## src/rtl/reg_param_2r_2w_bypass_if.sv

```systemverilog
// Bundles the register file's two read ports, two write ports,
// the clear pulse and the collision flag.
// The master drives reads and writes. The slave, which is the register file, returns read results.
interface reg_param_2r_2w_bypass_if #(
    parameter int WIDTH  = 32,
    parameter int ADDR_W = 6
);
    logic              rd0_en;
    logic [ADDR_W-1:0] rd0_addr;
    logic [WIDTH-1:0]  rd0_data;
    logic              rd0_valid;
    logic              rd1_en;
    logic [ADDR_W-1:0] rd1_addr;
    logic [WIDTH-1:0]  rd1_data;
    logic              rd1_valid;
    logic              wr0_en;
    logic [ADDR_W-1:0] wr0_addr;
    logic [WIDTH-1:0]  wr0_data;
    logic              wr1_en;
    logic [ADDR_W-1:0] wr1_addr;
    logic [WIDTH-1:0]  wr1_data;
    logic              clear_all;
    logic              wr_collide;

    modport master (
        output rd0_en, rd0_addr, rd1_en, rd1_addr,
        output wr0_en, wr0_addr, wr0_data,
        output wr1_en, wr1_addr, wr1_data,
        output clear_all,
        input  rd0_data, rd0_valid, rd1_data, rd1_valid, wr_collide
    );

    modport slave (
        input  rd0_en, rd0_addr, rd1_en, rd1_addr,
        input  wr0_en, wr0_addr, wr0_data,
        input  wr1_en, wr1_addr, wr1_data,
        input  clear_all,
        output rd0_data, rd0_valid, rd1_data, rd1_valid, wr_collide
    );
endinterface

```

## src/rtl/reg_param_2r_2w_bypass.sv

```systemverilog
// Parametrised DEPTH x WIDTH register file.
// It has two registered read ports, two write ports and a valid bit per entry.
// A one-cycle flash clear invalidates all entries.
// Reads are write-first: a same-cycle write to the address being read is returned.
// Write port 1 has priority when both write ports target the same entry.
module reg_param_2r_2w_bypass #(
    parameter int WIDTH  = 32,
    parameter int DEPTH  = 40,
    parameter int ADDR_W = 6
) (
    input  logic clk,
    input  logic rst,
    reg_param_2r_2w_bypass_if.slave bus
);

    // DEPTH may equal 2**ADDR_W, so the limit needs one extra bit.
    localparam logic [ADDR_W:0] DEPTH_LIM = (ADDR_W+1)'(DEPTH);

    logic [WIDTH-1:0]  mem [DEPTH];
    logic [DEPTH-1:0]  vld;

    logic              wr0_hit;
    logic              wr1_hit;
    logic              collide;

    logic              rd_en      [2];
    logic [ADDR_W-1:0] rd_addr    [2];
    logic [WIDTH-1:0]  rd_data_d  [2];
    logic              rd_valid_d [2];
    logic [WIDTH-1:0]  rd_data_q  [2];
    logic              rd_valid_q [2];
    logic              collide_q;

    function automatic logic in_range(input logic [ADDR_W-1:0] a);
        return {1'b0, a} < DEPTH_LIM;
    endfunction

    assign rd_en[0]   = bus.rd0_en;
    assign rd_en[1]   = bus.rd1_en;
    assign rd_addr[0] = bus.rd0_addr;
    assign rd_addr[1] = bus.rd1_addr;

    // Qualify each write port: it must be enabled and target an existing entry.
    always_comb begin
        wr0_hit = bus.wr0_en && in_range(bus.wr0_addr);
        wr1_hit = bus.wr1_en && in_range(bus.wr1_addr);
        collide = wr0_hit && wr1_hit && (bus.wr0_addr == bus.wr1_addr);
    end

    // Entry storage and valid bits. Write port 1 wins a shared address.
    // A write overrides a clear that lands on the same edge.
    always_ff @(posedge clk or negedge rst) begin
        if (!rst) begin
            for (int i = 0; i < DEPTH; i++) begin
                mem[i] <= '0;
                vld[i] <= 1'b0;
            end
        end else begin
            for (int i = 0; i < DEPTH; i++) begin
                if (wr1_hit && bus.wr1_addr == ADDR_W'(i)) begin
                    mem[i] <= bus.wr1_data;
                    vld[i] <= 1'b1;
                end else if (wr0_hit && bus.wr0_addr == ADDR_W'(i)) begin
                    mem[i] <= bus.wr0_data;
                    vld[i] <= 1'b1;
                end else if (bus.clear_all) begin
                    vld[i] <= 1'b0;
                end
            end
        end
    end

    for (genvar p = 0; p < 2; p++) begin : g_rd

        // Each port returns the entry as it will look after this edge:
        // same-cycle write data first, otherwise stored data.
        // A concurrent clear drops the stored valid bit.
        always_comb begin
            rd_data_d[p]  = '0;
            rd_valid_d[p] = 1'b0;
            if (in_range(rd_addr[p])) begin
                if (wr1_hit && bus.wr1_addr == rd_addr[p]) begin
                    rd_data_d[p]  = bus.wr1_data;
                    rd_valid_d[p] = 1'b1;
                end else if (wr0_hit && bus.wr0_addr == rd_addr[p]) begin
                    rd_data_d[p]  = bus.wr0_data;
                    rd_valid_d[p] = 1'b1;
                end else begin
                    rd_data_d[p]  = mem[rd_addr[p]];
                    rd_valid_d[p] = vld[rd_addr[p]] && !bus.clear_all;
                end
            end
        end

        // Register the read result. Outputs hold while the port is idle.
        always_ff @(posedge clk or negedge rst) begin
            if (!rst) begin
                rd_data_q[p]  <= '0;
                rd_valid_q[p] <= 1'b0;
            end else if (rd_en[p]) begin
                rd_data_q[p]  <= rd_data_d[p];
                rd_valid_q[p] <= rd_valid_d[p];
            end
        end
    end

    // Flag a same-address double write for one cycle.
    always_ff @(posedge clk or negedge rst) begin
        if (!rst) begin
            collide_q <= 1'b0;
        end else begin
            collide_q <= collide;
        end
    end

    assign bus.rd0_data   = rd_data_q[0];
    assign bus.rd0_valid  = rd_valid_q[0];
    assign bus.rd1_data   = rd_data_q[1];
    assign bus.rd1_valid  = rd_valid_q[1];
    assign bus.wr_collide = collide_q;

endmodule

```

## src/flat_wrapper.sv

```systemverilog
// flat-port wrapper written by rule: the top's interface ports become plain ports
module reg_param_2r_2w_bypass_flat 
#(
    parameter int WIDTH  = 32,
    parameter int DEPTH  = 40,
    parameter int ADDR_W = 6
)
  (clk, rst, bus_rd0_en, bus_rd0_addr, bus_rd1_en, bus_rd1_addr, bus_wr0_en, bus_wr0_addr, bus_wr0_data, bus_wr1_en, bus_wr1_addr, bus_wr1_data, bus_clear_all, bus_rd0_data, bus_rd0_valid, bus_rd1_data, bus_rd1_valid, bus_wr_collide);
  reg_param_2r_2w_bypass_if #(.WIDTH(WIDTH), .ADDR_W(ADDR_W)) bus_i ();
  input  logic clk;
  input  logic rst;
  input wire logic [$bits(bus_i.rd0_en)-1:0] bus_rd0_en;
  input wire logic [$bits(bus_i.rd0_addr)-1:0] bus_rd0_addr;
  input wire logic [$bits(bus_i.rd1_en)-1:0] bus_rd1_en;
  input wire logic [$bits(bus_i.rd1_addr)-1:0] bus_rd1_addr;
  input wire logic [$bits(bus_i.wr0_en)-1:0] bus_wr0_en;
  input wire logic [$bits(bus_i.wr0_addr)-1:0] bus_wr0_addr;
  input wire logic [$bits(bus_i.wr0_data)-1:0] bus_wr0_data;
  input wire logic [$bits(bus_i.wr1_en)-1:0] bus_wr1_en;
  input wire logic [$bits(bus_i.wr1_addr)-1:0] bus_wr1_addr;
  input wire logic [$bits(bus_i.wr1_data)-1:0] bus_wr1_data;
  input wire logic [$bits(bus_i.clear_all)-1:0] bus_clear_all;
  output wire logic [$bits(bus_i.rd0_data)-1:0] bus_rd0_data;
  output wire logic [$bits(bus_i.rd0_valid)-1:0] bus_rd0_valid;
  output wire logic [$bits(bus_i.rd1_data)-1:0] bus_rd1_data;
  output wire logic [$bits(bus_i.rd1_valid)-1:0] bus_rd1_valid;
  output wire logic [$bits(bus_i.wr_collide)-1:0] bus_wr_collide;
  assign bus_i.rd0_en = bus_rd0_en;
  assign bus_i.rd0_addr = bus_rd0_addr;
  assign bus_i.rd1_en = bus_rd1_en;
  assign bus_i.rd1_addr = bus_rd1_addr;
  assign bus_i.wr0_en = bus_wr0_en;
  assign bus_i.wr0_addr = bus_wr0_addr;
  assign bus_i.wr0_data = bus_wr0_data;
  assign bus_i.wr1_en = bus_wr1_en;
  assign bus_i.wr1_addr = bus_wr1_addr;
  assign bus_i.wr1_data = bus_wr1_data;
  assign bus_i.clear_all = bus_clear_all;
  assign bus_rd0_data = bus_i.rd0_data;
  assign bus_rd0_valid = bus_i.rd0_valid;
  assign bus_rd1_data = bus_i.rd1_data;
  assign bus_rd1_valid = bus_i.rd1_valid;
  assign bus_wr_collide = bus_i.wr_collide;
  reg_param_2r_2w_bypass #(.WIDTH(WIDTH), .DEPTH(DEPTH), .ADDR_W(ADDR_W)) u_core (.clk(clk), .rst(rst), .bus(bus_i));
endmodule
```

## config.mk

```make
export PLATFORM = sky130hd
export DESIGN_NAME = reg_param_2r_2w_bypass_flat
export DESIGN_NICKNAME = d
export VERILOG_FILES = /design/src/rtl/reg_param_2r_2w_bypass_if.sv /design/src/rtl/reg_param_2r_2w_bypass.sv /design/src/flat_wrapper.sv
export SDC_FILE = /design/constraint.sdc
export NUM_CORES = 2
export LEC_CHECK = 0
export CAP_MARGIN = 20
export CORE_AREA = 2 2 539 541
export CTS_BUF_LIST = sky130_fd_sc_hd__clkbuf_8
export DETAILED_ROUTE_END_ITERATION = 8
export DIE_AREA = 0 0 541 543
export PLACE_DENSITY_LB_ADDON = 0.15
export SLEW_MARGIN = 20
export SYNTH_ARGS = -nofsm -noshare
export SYNTH_HDL_FRONTEND = slang
export SYNTH_SLANG_ARGS = --single-unit
export TNS_END_PERCENT = 30
```

## constraint.sdc

```tcl
create_clock -name clk -period 5.1 [get_ports clk]
set_input_delay 1.02 -clock clk [delete_from_list [all_inputs] [get_ports clk]]
set_output_delay 1.02 -clock clk [all_outputs]
set_load 0.02 [all_outputs]
```

==> results.yml <==
die:
  initial_utilization: 0.300
  die-area_mm2: 0.294
  dieHeight_um: 543
  core_mm2: 0.287
  rows: 197
  die_w_um: 541
  io_pins: 162
yosys:
  synth_ff_type: "dfrtp_1"
  syn_inst: 8292
  async_flop_share: 1.00
  yosys_warnings: 0
  synthMostInstantiatedCell: "mux2i_1"
  synth_top_area_share: 0.403
  synth_top_cell_by_area: "dfrtp_1"
  synth-edff-count: 0
  seq_area_frac_synth: 0.403
  netlist-cell-type-count: 70
  syn_avg_cell_area_um2: 10.4
  synth_seq_cells: 1387
  synth_area_leaders: "dfrtp_1 40%, mux2i_1 18%, mux4_2 15%"
  syn-cell-area_mm2: 0.0862
  syn_nets: 8387
  synth_commonest_cells: "1560 x mux2i_1, 1387 x dfrtp_1, 790 x nor2_1"
sta:
  finalCritPeriodShare: 0.660
  max_freq_ghz: 0.297
  post-route-min-period_ns: 3.37
  worst_slew_pin_slew_ns: 1.20
  setup_tns_ns: 0
  skew_ns: 0.0416
  hold_violations: 1
  holdWs_ns: -0.00178
  grt_setup_unrepaired: "no"
  slew_headroom: 0.201
  setup-violations-final: 0
  drv_slew: 0
worst_setup_path:
  endpoint_kind: "output port"
  timing.rr.end: "u_core.bus.rd0_data[22]"
  cp.arrival_ns: 2.35
  critical_path_buf_inv_count: 1
  startpoint_type: "flip-flop"
  path_cells: "clkdlybuf4s50_1"
  crit_slowest_cell: "clkdlybuf4s50_1"
  r2r_cells: 5
  crit_family: "buffers and inverters"
  r2r-start: "u_core.mem[374]"
  cp.required_ns: 4.08
  crit_fanout: 3
  r2r_setup_slack_ns: 2.71
  slowest_delay_ns: 0.71
  worstSetupPathType: "flip-flop to output port"
cts:
  htreeDepth: 5
  cts_buffers: 274
  clk_pin_slew_worst_paths_ns: 0.06
  cts.sink_count: 1387
  postCtsHoldBufs: 0
  cts_resized: 0
  cts_setup_buffers: 0
  clock_path_buffers: 4
  clk_latency_ns: 0.97
  cts-root-buf: "clkbuf_8"
  cts_tree: "done"
placement:
  gp_congestion: 0.973
  portBuffers: 161
  dp_hpwl_um: 255000
outcome:
  violations: "negative hold slack"
  outcome: "finished with violations"
pwr:
  vdd_drop_max_mv: 0.179
  p_per_area_mw_per_mm2: 364
  total_power_uw: 35500
  p_leak_uw: 0.0398
run:
  maxCapViolCount: 0
drt:
  drt_wl_total_um: 397000
  vias: 70200
  ant_nets: 0
  detail_route.iter0.violations: 7876
  drtPass1Iterations: 6
  wl_per_cell_um: 32.9
  drcViolationCount: 0
  viasPerCell: 5.82
global_route:
  overflow: 0
  grt_pass1_vias: 68200
  grt_max_degree: 112
  groute.usage.overall: 0.265
  grt_pass1_wl_um: 558000
  antenna_found_initial: 38
final_layout:
  multi_input_area_mm2: 0.0475
  seqCellArea_mm2: 0.0347
  final_nets: 8181
  syn2layout_area_growth_pct: 13.2
  layout-drive-gt1-share: 0.184
  fillCellCount: 28800
hold_path:
  worst_hold_path_type: "input pin to async pin"
cell type report:
cell class | instances | share of cell area
diodes | 14 | 0.000359
clock buffers | 351 | 0.0495
clock inverters | 113 | 0.00493
inverters | 47 | 0.00181
multi-input cells | 5849 | 0.487
flip-flops and latches | 1387 | 0.356
well taps | 3781 | 0.0485
repair buffers | 527 | 0.0520
state kept, by name, indices dropped and copies added (netlist names):
name	flops
u_core.bus.wr_collide	1
u_core.bus.rd1_data	32
u_core.vld	40
u_core.bus.rd1_valid	1
u_core.bus.rd0_data	32
u_core.mem	1280
u_core.bus.rd0_valid	1
per-stage QoR:
step | instances | setup WS (ns) | instance area [µm²] | util | hold slack, ns
6_report | 12100 | 1.73 | 97500 | 0.339 | -0.00178
3_3_place_gp | 11600 | 0.986 | 92100 | 0.321 | 0.486
3_5_place_dp | 11600 | 0.960 | 92100 | 0.321 | 0.499
5_1_grt | 12100 | 1.69 | 97500 | 0.339 | 0.0237
2_1_floorplan | 8292 | 2.08 | 86200 | - | 0.474
4_1_cts | 12100 | 1.72 | 97500 | 0.339 | 0.0287
placed cells by master, fill, tap and decap left out, types with 90 or more instances in the layout:
master	n
nand2_1	728
nand3_1	106
buf_4	289
nor2_1	757
mux4_2	560
a21oi_1	763
dfrtp_1	1387
a22oi_1	90
mux2i_1	1560
o22ai_1	127
o21ai_1	497
inv_1	134
o21ai_0	102
clkbuf_8	351
cell families (layout without fill, tap and decap cells):
family	Yosys count	count (layout)	synth area share
flip-flops	1387	1387	0.403
AND/OR/NAND/NOR	1873	1873	0.0899
multiplexers	2172	2172	0.334
other	0	14	0
buffers and inverters	1056	1038	0.0538
AO/OA/AOI/OAI	1780	1780	0.117
XOR/XNOR	24	24	0.00244
where the power goes:
part | internal (µW) | switching (µW) | leakage (µW)
Clock | 6130 | 5390 | 0.00307
Combinational | 4150 | 4390 | 0.0190
Sequential | 13400 | 2030 | 0.0177
worst max-delay path by stage:
| stage | startpoint | end | slack [ns] | cells after the start |
|---|---|---|---|---|
| after floorplan | bus_rd0_addr[0] | u_core.bus.rd0_data[10] | 2.08 | 8 |
| after global placement | bus_wr0_addr[4] | u_core.bus.rd0_data[1] | 0.99 | 8 |
| after detailed placement | bus_rd0_addr[4] | u_core.bus.rd0_data[11] | 0.96 | 9 |
| after CTS | u_core.bus.rd0_data[22] | bus_rd0_data[22] | 1.72 | 1 |
| after global routing | u_core.bus.rd0_data[22] | bus_rd0_data[22] | 1.69 | 1 |
| final | u_core.bus.rd0_data[21] | bus_rd0_data[21] | 1.73 | 1 |
per-layer routing:
layer  track usage  share of wire  vias to the layer above
li1              -              -                    29800
met1         0.359           0.42                    36200
met2         0.412           0.45                     3424
met3        0.0451          0.073                      775
met4         0.125          0.053                       22
met5             0        0.00037                        -
worst reg2reg max path: cells and delay by family (launching register included):
family	cells	cell delay, ns
AOI/OAI and AO/OA	3	1.07
muxes	2	0.81
DFF	1	0.40
No activity file was read; power rests on OpenSTA's default activity.
